==> src/rtl/ram_arbiter.sv <==
// Arbitrates the single-ported RAM between instruction fetch and data memory.
// Data wins by default; a starvation counter forces an instruction grant.
module ram_arbiter #(
    parameter int ADDR_W     = 32,
    parameter int DATA_W     = 32,
    parameter int STARVE_MAX = 4
) (
    input  logic              CLK,
    input  logic              nRST,
    input  logic              iREN,
    input  logic [ADDR_W-1:0] iaddr,
    output logic [DATA_W-1:0] iload,
    output logic              iwait,
    input  logic              dREN,
    input  logic              dWEN,
    input  logic [ADDR_W-1:0] daddr,
    input  logic [DATA_W-1:0] dstore,
    output logic [DATA_W-1:0] dload,
    output logic              dwait,
    output logic              ramREN,
    output logic              ramWEN,
    output logic [ADDR_W-1:0] ramaddr,
    output logic [DATA_W-1:0] ramstore,
    input  logic [DATA_W-1:0] ramload,
    input  logic              ramready,
    output logic              busy
);

    typedef enum logic [1:0] {IDLE, SERV_I, SERV_D} state_t;

    localparam int CNT_W = $clog2(STARVE_MAX + 1);
    localparam logic [CNT_W-1:0] CNT_MAX = CNT_W'(STARVE_MAX);

    state_t            state_q, state_d;
    logic [CNT_W-1:0]  starve_q, starve_d;
    logic [ADDR_W-1:0] addr_q, addr_d;
    logic [DATA_W-1:0] store_q, store_d;
    logic              op_q, op_d;     // 1 = write
    logic              d_req, force_i;

    assign d_req   = dREN | dWEN;
    assign force_i = iREN && (starve_q == CNT_MAX);

    always_comb begin
        state_d  = state_q;
        addr_d   = addr_q;
        store_d  = store_q;
        op_d     = op_q;
        starve_d = starve_q;
        case (state_q)
            IDLE: begin
                if (d_req && !force_i) begin
                    state_d = SERV_D;
                    addr_d  = daddr;
                    store_d = dstore;
                    op_d    = dWEN;
                end else if (iREN) begin
                    state_d = SERV_I;
                    addr_d  = iaddr;
                    store_d = '0;
                    op_d    = 1'b0;
                end
            end
            SERV_I, SERV_D: if (ramready) state_d = IDLE;
            default: state_d = IDLE;
        endcase
        if (!iREN)
            starve_d = '0;
        else if (state_q == IDLE && state_d == SERV_I)
            starve_d = '0;
        else if (state_q != SERV_I && starve_q != CNT_MAX)
            starve_d = starve_q + 1'b1;
    end

    always_ff @(posedge CLK or negedge nRST) begin
        if (!nRST) begin
            state_q  <= IDLE;
            starve_q <= '0;
            addr_q   <= '0;
            store_q  <= '0;
            op_q     <= 1'b0;
        end else begin
            state_q  <= state_d;
            starve_q <= starve_d;
            addr_q   <= addr_d;
            store_q  <= store_d;
            op_q     <= op_d;
        end
    end

    // RAM command comes only from the latched request, gated off in IDLE.
    assign busy     = (state_q != IDLE);
    assign ramREN   = (state_q == SERV_I) || (state_q == SERV_D && !op_q);
    assign ramWEN   = (state_q == SERV_D) && op_q;
    assign ramaddr  = busy ? addr_q : '0;
    assign ramstore = ramWEN ? store_q : '0;

    assign iwait = iREN && !(state_q == SERV_I && ramready);
    assign dwait = d_req && !(state_q == SERV_D && ramready);
    assign iload = (state_q == SERV_I) ? ramload : '0;
    assign dload = (state_q == SERV_D && !op_q) ? ramload : '0;

endmodule
==> config.mk <==
export PLATFORM = sky130hd
export DESIGN_NAME = ram_arbiter
export DESIGN_NICKNAME = d
export VERILOG_FILES = /design/src/rtl/ram_arbiter.sv
export SDC_FILE = /design/constraint.sdc
export NUM_CORES = 1
export LEC_CHECK = 0
export ABC_AREA = 1
export CAP_MARGIN = 10
export CELL_PAD_IN_SITES_DETAIL_PLACEMENT = 1
export CELL_PAD_IN_SITES_GLOBAL_PLACEMENT = 1
export CORE_ASPECT_RATIO = 1.75
export CORE_UTILIZATION = 24
export DETAILED_ROUTE_END_ITERATION = 10
export PLACE_DENSITY_LB_ADDON = 0.1
export SYNTH_ARGS = -nofsm -noshare
export SYNTH_HDL_FRONTEND = slang
export SYNTH_SLANG_ARGS = --single-unit
==> constraint.sdc <==
create_clock -name CLK -period 2 [get_ports CLK]
set_input_delay 0.4 -clock CLK [delete_from_list [all_inputs] [get_ports CLK]]
set_output_delay 0.4 -clock CLK [all_outputs]
set_load 0.005 [all_outputs]
==> metrics.txt, run 1 <==
Initial Util=0.2465; Clock Sink Count=70; DR DRC count=0; Max Cap Viol=0; reg2reg path depth=8; crit-path cells=inv_2 -> ha_4 -> nand2_4 -> buf_12 -> buf_12 -> buf_6 -> nor2_4 -> buf_2; final net count=1,051; violated checks=setup timing; Internal Power=0.005962 W; post-synthesis cell count=610; DRT Pass-1 Iters=4; Post-Layout Cell Count=1,144; Layout Utilization=0.4699; dpl ws=-0.1148 ns; dpl hpwl=12,560 um; Worst path most repeated cell=buf_12; Max Clock Freq=468.8 MHz; power share of the sequential group=0.232; min Tclk post-route=2.133 ns; Die Ht=177.0 um; share of layout cells above drive strength 1=0.2817; CP arrival=1.73 ns; total wire length=18,340 um; sequential fraction of the synthesis area=0.4173; clock slew seen by the registers of the worst setup and hold paths=0.07 ns; WP data required=1.60 ns; slew margin rel.=0.6794; IO Pins=267; CTS Buf Count=9; Root Driver=clkbuf_16; initial DRC count=109; pin count of the biggest net entering global routing=63; slowest stage delay, CP=0.40 ns; R2R Setup Slk=0.20 ns; peak supply drop=0.6549 mV; H-tree levels=3; number of global-route vias before repair=5,256; WS Path Type=reg2out; Vias=5,053; Routability Congestion=0.7569; Vias per Instance=4.417; Pleak=4.192 nW; Max Transition Viols Final=0; Switch Pwr=0.003847 W; Synth Register Bits=70; Placeable Area=17,030 sq um; CTS tree=yes; Ys Warns=0; M3 GR Usage=0.04423; crit start category=register; met2 global-route usage=0.3764; RR Startpoint=state_q[0]$_DFF_PN0_; Hold Buf Count CTS=0; count of cell types in the netlist=24; die footprint=18,050 sq um; Tot GR Track Use=0.1925; Final ANT Viol Nets=0; antenna violations before repair=0; Slowest-stage cell, CP=dfrtp_1; M1 GR Usage=0.1929; first-pass GRT wire length=26,540 um; die width=102.0 um; total placed cells including tap cells=1,087; worst r2r dst=addr_q[2]$_DFFE_PN0P_; post-synthesis average cell area=6.882 sq um; Final Setup Violations=35; largest buffer count on any clock path=2; Max Clock Skew=0.008774 ns; Final Cycle Share=1.067; clock latency on the worst-skew pair=0.34 ns; row count=63; crit path launch=state_q[0]$_DFF_PN0_; P per Cell Area=1226 nW/um^2; Worst Max-Slew Pin Slew=0.4809 ns; final hold vios=0; post-synth net total=750; Port-buffer cells=266; Most Crowded Layer GR=met2; final setup margin=-0.1333 ns; worst hold margin=0.005123 ns; Crit Path Max Fanout=6; combinational power share=0.586; status=finished, violations left; Post-Syn Area=4198 sq um; total gr overflow=0; Synth-to-Final Area Change=90.58%; clock network fraction of total power=0.182; Hold Crit Class=in2async; RSZ-0062 raised after global routing=true; sw frac=0.3922; CP endpoint kind=output port; DR WL/cell=16.03 um
## cell families (layout without fill, tap and decap cells)
logic type | Yosys count | count (layout) | synth area share
DFF | 70 | 70 | 0.4173
buffers and inverters | 182 | 488 | 0.1750
adders and majority gates | 6 | 6 | 0.01788
xor gates and xnor gates | 2 | 2 | 0.004174
and+or+nand+nor | 245 | 245 | 0.2340
AOI/OAI and AO/OA | 105 | 105 | 0.1517
other | 0 | 1 | 0
## cells in the mapped netlist (all sizes together)
master,number,area [sq um]
a21oi,5,36.29
xor2,2,17.52
o21bai,33,262.8
nand3,36,185.2
nand4,1,6.260
clkbuf,19,73.82
nor2,163,611.8
nand2,45,178.9
a22oi,1,7.510
inv,144,540.5
buf,19,120.1
dfrtp,70,1752
ha,6,75.07
o21ai,66,330.3
## worst max-delay path by stage
stage	to	slack [ns]	cells past startpoint
floorplan	iload[10]	0.36	6
detailed placement	dload[4]	-0.11	6
global route	ramstore[16]	-0.18	8
finish	ramstore[16]	-0.13	8
global placement	dwait	-0.10	4
CTS	ramREN	-0.17	7
## registers in the layout, indices dropped and copies added, names as in the netlist
name / count
state_q: 2
store_q: 32
addr_q: 32
op_q: 1
starve_q: 3
## metrics by stage
| step | power, W | instance area [sq um] | setup TNS, ns |
|---|---|---|---|
| after floorplan | 0.004600 | 4198 | 0 |
| after global placement | 0.006990 | 7251 | -1.503 |
| after detailed placement | 0.007168 | 7251 | -4.054 |
| after CTS | 0.009348 | 7820 | -2.910 |
| after global routing | 0.01057 | 7998 | -6.319 |
| final | 0.009809 | 8000 | -2.764 |
## what timing repair did
| action | in CTS | in global routing |
|---|---|---|
| pin swaps | 2 | 6 |
| setup buffers | 20 | 10 |
| gates cloned | 5 | 5 |
| endpoints found under the setup margin | 133 | 105 |
| gates resized for setup | 324 | 217 |
| hold endpoints to repair | 0 | 0 |
## layout make-up
type / instances / area (sq um)
timing repair buffer: 328 / 3053
antenna: 1 / 2.502
clock buffer: 9 / 225.2
multi-input combinational: 358 / 2038
inverter: 144 / 540.5
tap: 227 / 284.0
clock inverter: 7 / 105.1
sequential: 70 / 1752
fill: 2114 / 9026
## power by group through the flow
stage / sequential, W / combinational (W) / clock [W]
CTS: 0.00228 / 0.00522 / 0.00184
finish: 0.00228 / 0.00574 / 0.00179
global route: 0.00235 / 0.00632 / 0.00190
global placement: 0.00226 / 0.00473 / 0
floorplan: 0.00223 / 0.00237 / 0
detailed placement: 0.00229 / 0.00487 / 0
## per-layer routing
| layer | vias up | wire length, um |
|---|---|---|
| met4 | 0 | 321 |
| met2 | 193 | 10180 |
| li1 | 2413 | - |
| met5 | - | 0 |
| met3 | 22 | 1244 |
| met1 | 2425 | 6603 |
## worst max-delay path: cells and delay by family (launching register included)
| family | cells | cell delay [ns] |
|---|---|---|
| buffers and inverters | 5 | 0.61 |
| DFF | 1 | 0.40 |
| and+or+nand+nor | 2 | 0.20 |
| adders and majority gates | 1 | 0.19 |
## cell usage in the layout (no fill, tap or decap), types with 25 or more instances in the layout
cell type / Yosys / layout
clkbuf_2: 2 / 50
nor2_1: 163 / 109
o21bai_1: 29 / 29
nand3_1: 35 / 35
nand2_1: 43 / 39
buf_2: 12 / 47
nor2_4: 0 / 25
clkdlybuf4s50_1: 0 / 132
dfrtp_1: 70 / 70
inv_1: 143 / 139
o21ai_0: 62 / 62
nor2_2: 0 / 29
(Power assumes the default switching activity.)
==> inputs of run 2 (changes only) <==
--- a/config.mk
+++ b/config.mk
@@ -13,6 +13,7 @@
 export CORE_UTILIZATION = 24
 export DETAILED_ROUTE_END_ITERATION = 10
 export PLACE_DENSITY_LB_ADDON = 0.1
+export REMOVE_ABC_BUFFERS = 1
 export SYNTH_ARGS = -nofsm -noshare
 export SYNTH_HDL_FRONTEND = slang
 export SYNTH_SLANG_ARGS = --single-unit
==> run 2 against run 1 <==
Net effect: critical path depth shrank 1; clock power decreased by 3%; cell area is 1.7% higher; combinational power up 11%; non-clock buffer count decreased by 4; power rose by 6.3%; core utilization increased by 0.78 points; global-route usage rose by 0.48 points; maximum frequency is 3.2% higher; cell count decreased by 0.44%; first-iteration DRC count is 1.8% lower; the run ends with hold timing, setup timing left.
==> metrics.txt, run 2 (synthesis results as in run 1) <==
H-tree levels=3 (unchanged); final hold vios=4 (was 0); final setup margin=-0.06701 ns (was -0.1333 ns); DR DRC count=0 (unchanged); crit start category=register (unchanged); first-pass GRT wire length=26,820 um (was 26,540 um); largest buffer count on any clock path=2 (unchanged); die footprint=18,050 sq um (unchanged); Synth-to-Final Area Change=93.74% (was 90.58%); min Tclk post-route=2.067 ns (was 2.133 ns); Final ANT Viol Nets=0 (unchanged); Vias per Instance=4.419 (was 4.417); share of layout cells above drive strength 1=0.3333 (was 0.2817); total wire length=19,050 um (was 18,340 um); Max Clock Freq=483.8 MHz (was 468.8 MHz); Layout Utilization=0.4777 (was 0.4699); Largest regs=addr_q x32, store_q x32, starve_q x3 (unchanged); row count=63 (unchanged); Final Setup Violations=53 (was 35); combinational power share=0.613 (was 0.586); Max Transition Viols Final=0 (unchanged); R2R Setup Slk=0.09 ns (was 0.20 ns); Root Driver=clkbuf_16 (unchanged); P per Cell Area=1282 nW/um^2 (was 1226 nW/um^2); dpl hpwl=13,050 um (was 12,560 um); # diodes=0 (was 1); Max Cap Viol=0 (unchanged); Placeable Area=17,030 sq um (unchanged); RSZ-0062 raised after global routing=true (unchanged); DR WL/cell=16.72 um (was 16.03 um); Max Clock Skew=0.006274 ns (was 0.008774 ns); clock latency on the worst-skew pair=0.32 ns (was 0.34 ns); Slowest-stage cell, CP=dfrtp_1 (unchanged); clock network fraction of total power=0.167 (was 0.182); CP endpoint kind=output port (unchanged); Internal Power=0.006260 W (was 0.005962 W); Clock Sink Count=70 (unchanged); Switch Pwr=0.004163 W (was 0.003847 W); Vias=5,033 (was 5,053); Routability Congestion=0.7621 (was 0.7569); number of global-route vias before repair=5,167 (was 5,256); WP data required=1.60 ns (about the same); antenna violations before repair=0 (unchanged); fillers=2,115 (was 2,114); worst r2r dst=addr_q[15]$_DFFE_PN0P_ (was addr_q[2]$_DFFE_PN0P_); dpl ws=-0.05839 ns (was -0.1148 ns); crit-path cells=inv_2 -> ha_4 -> nand2_8 -> buf_16 -> clkbuf_16 -> nor2_2 -> buf_2 (was inv_2 -> ha_4 -> nand2_4 -> buf_12 -> buf_12 -> buf_6 -> nor2_4 -> buf_2); final net count=1,047 (was 1,051); slew margin rel.=0.7286 (was 0.6794); slowest stage delay, CP=0.41 ns (was 0.40 ns); Initial Util=0.2465 (unchanged); Port-buffer cells=266 (unchanged); stages on the worst setup path=7 (was 8); Crit Path Max Fanout=8 (was 6); DRT Pass-1 Iters=4 (unchanged); RR Startpoint=state_q[0]$_DFF_PN0_ (unchanged); Tot GR Track Use=0.1973 (was 0.1925); commonest non-fill, non-tap cell in the layout=inv_1 (unchanged); IO Pins=267 (unchanged); worst hold margin=-0.004792 ns (was 0.005123 ns); CTS tree=yes (unchanged); reg2reg path depth=9 (was 8); Hold Crit Class=in2async (unchanged); pin count of the biggest net entering global routing=63 (unchanged); CTS Buf Count=9 (unchanged); kind of cell adding the most delay to the critical path=buffers and inverters (unchanged); Die Ht=177.0 um (unchanged); peak supply drop=0.5943 mV (was 0.6549 mV); clock slew seen by the registers of the worst setup and hold paths=0.06 ns (was 0.07 ns); most frequent cells in the layout=136 x inv_1, 132 x clkdlybuf4s50_1, 92 x nor2_1 (was 139 x inv_1, 132 x clkdlybuf4s50_1, 109 x nor2_1); CP arrival=1.67 ns (was 1.73 ns); worst path bufs/invs=4 (was 5); die width=102.0 um (unchanged); Final Cycle Share=1.034 (was 1.067); power share of the sequential group=0.220 (was 0.232); violated checks=hold timing, setup timing (was setup timing); total gr overflow=0 (unchanged); initial DRC count=107 (was 109); Pleak=4.150 nW (was 4.192 nW); sw frac=0.3994 (was 0.3922); status=finished, violations left (unchanged); Critical Path End=ramstore[7] (was ramstore[16]); WS Path Type=reg2out (unchanged); crit path launch=state_q[0]$_DFF_PN0_ (unchanged); Worst Max-Slew Pin Slew=0.4071 ns (was 0.4809 ns)
==> run 2: cell count changes in the layout (fill, tap and decap cells not counted), sizes merged <==
cell           delta
dlygate4sd2      -18
buf              +15
clkbuf            -4
clkdlybuf4s15     +4
clkinv            -1
clkinvlp          +1
diode             -1
inv               -1
==> run 2: per-layer routing <==
metal,vias to the layer above,track usage,part of all wire
li1,2406,-,-
met1,2408,0.1830,0.33
met2,199,0.3985,0.58
met3,20,0.05016,0.073
met4,0,0.06488,0.019
met5,-,0,0
==> run 2: how the worst min path moves through the flow <==
stage	from	end	slack, ns	depth (start not counted)
floorplan	nRST	addr_q[0]$_DFFE_PN0P_	0.10	0
global placement	nRST	store_q[28]$_DFFE_PN0P_	0.36	1
detailed placement	nRST	store_q[28]$_DFFE_PN0P_	0.36	1
CTS	nRST	store_q[28]$_DFFE_PN0P_	0.008	1
global route	nRST	store_q[28]$_DFFE_PN0P_	0.02	1
finish	nRST	store_q[28]$_DFFE_PN0P_	-0.005	1
==> run 2: cell type report <==
| cell class | instances | area (sq um) | share of cell area |
|---|---|---|---|
| sequential | 70 | 1753 | 0.2155 |
| timing repair buffer | 324 | 3033 | 0.3729 |
| inverter | 144 | 543.0 | 0.06677 |
| clock inverter | 6 | 92.59 | 0.01138 |
| tap | 227 | 284.0 | 0.03492 |
| clock buffer | 10 | 229.0 | 0.02815 |
| multi-input combinational | 358 | 2198 | 0.2703 |
==> run 2: power groups by stage <==
stage	sequential (W)	combinational, W	clock, W
2_1_floorplan	0.00224	0.00216	0
3_3_place_gp	0.00227	0.00488	0
3_5_place_dp	0.00229	0.00505	0
4_1_cts	0.00228	0.00549	0.00178
5_1_grt	0.00236	0.00695	0.00183
6_report	0.00229	0.00639	0.00174
==> run 2: per-stage QoR <==
stage | instances | total power (W) | TNS [ns] | area (sq um)
2_1_floorplan | 572 | 0.004395 | -79.79 | 4004
3_3_place_gp | 1091 | 0.007149 | -0.04224 | 7296
3_5_place_dp | 1091 | 0.007334 | -0.5287 | 7296
4_1_cts | 1130 | 0.009549 | -5.865 | 7824
5_1_grt | 1139 | 0.01114 | -6.892 | 8133
6_report | 1139 | 0.01042 | -1.372 | 8133
==> run 2: what timing repair did <==
action	in CTS	in global routing
cloned	7	4
hold buffers	0	0
hold endpoints to repair	0	0
setup buffers	18	8
gates resized for setup	361	289
endpoints found under the setup margin	133	126
pin swaps	5	32
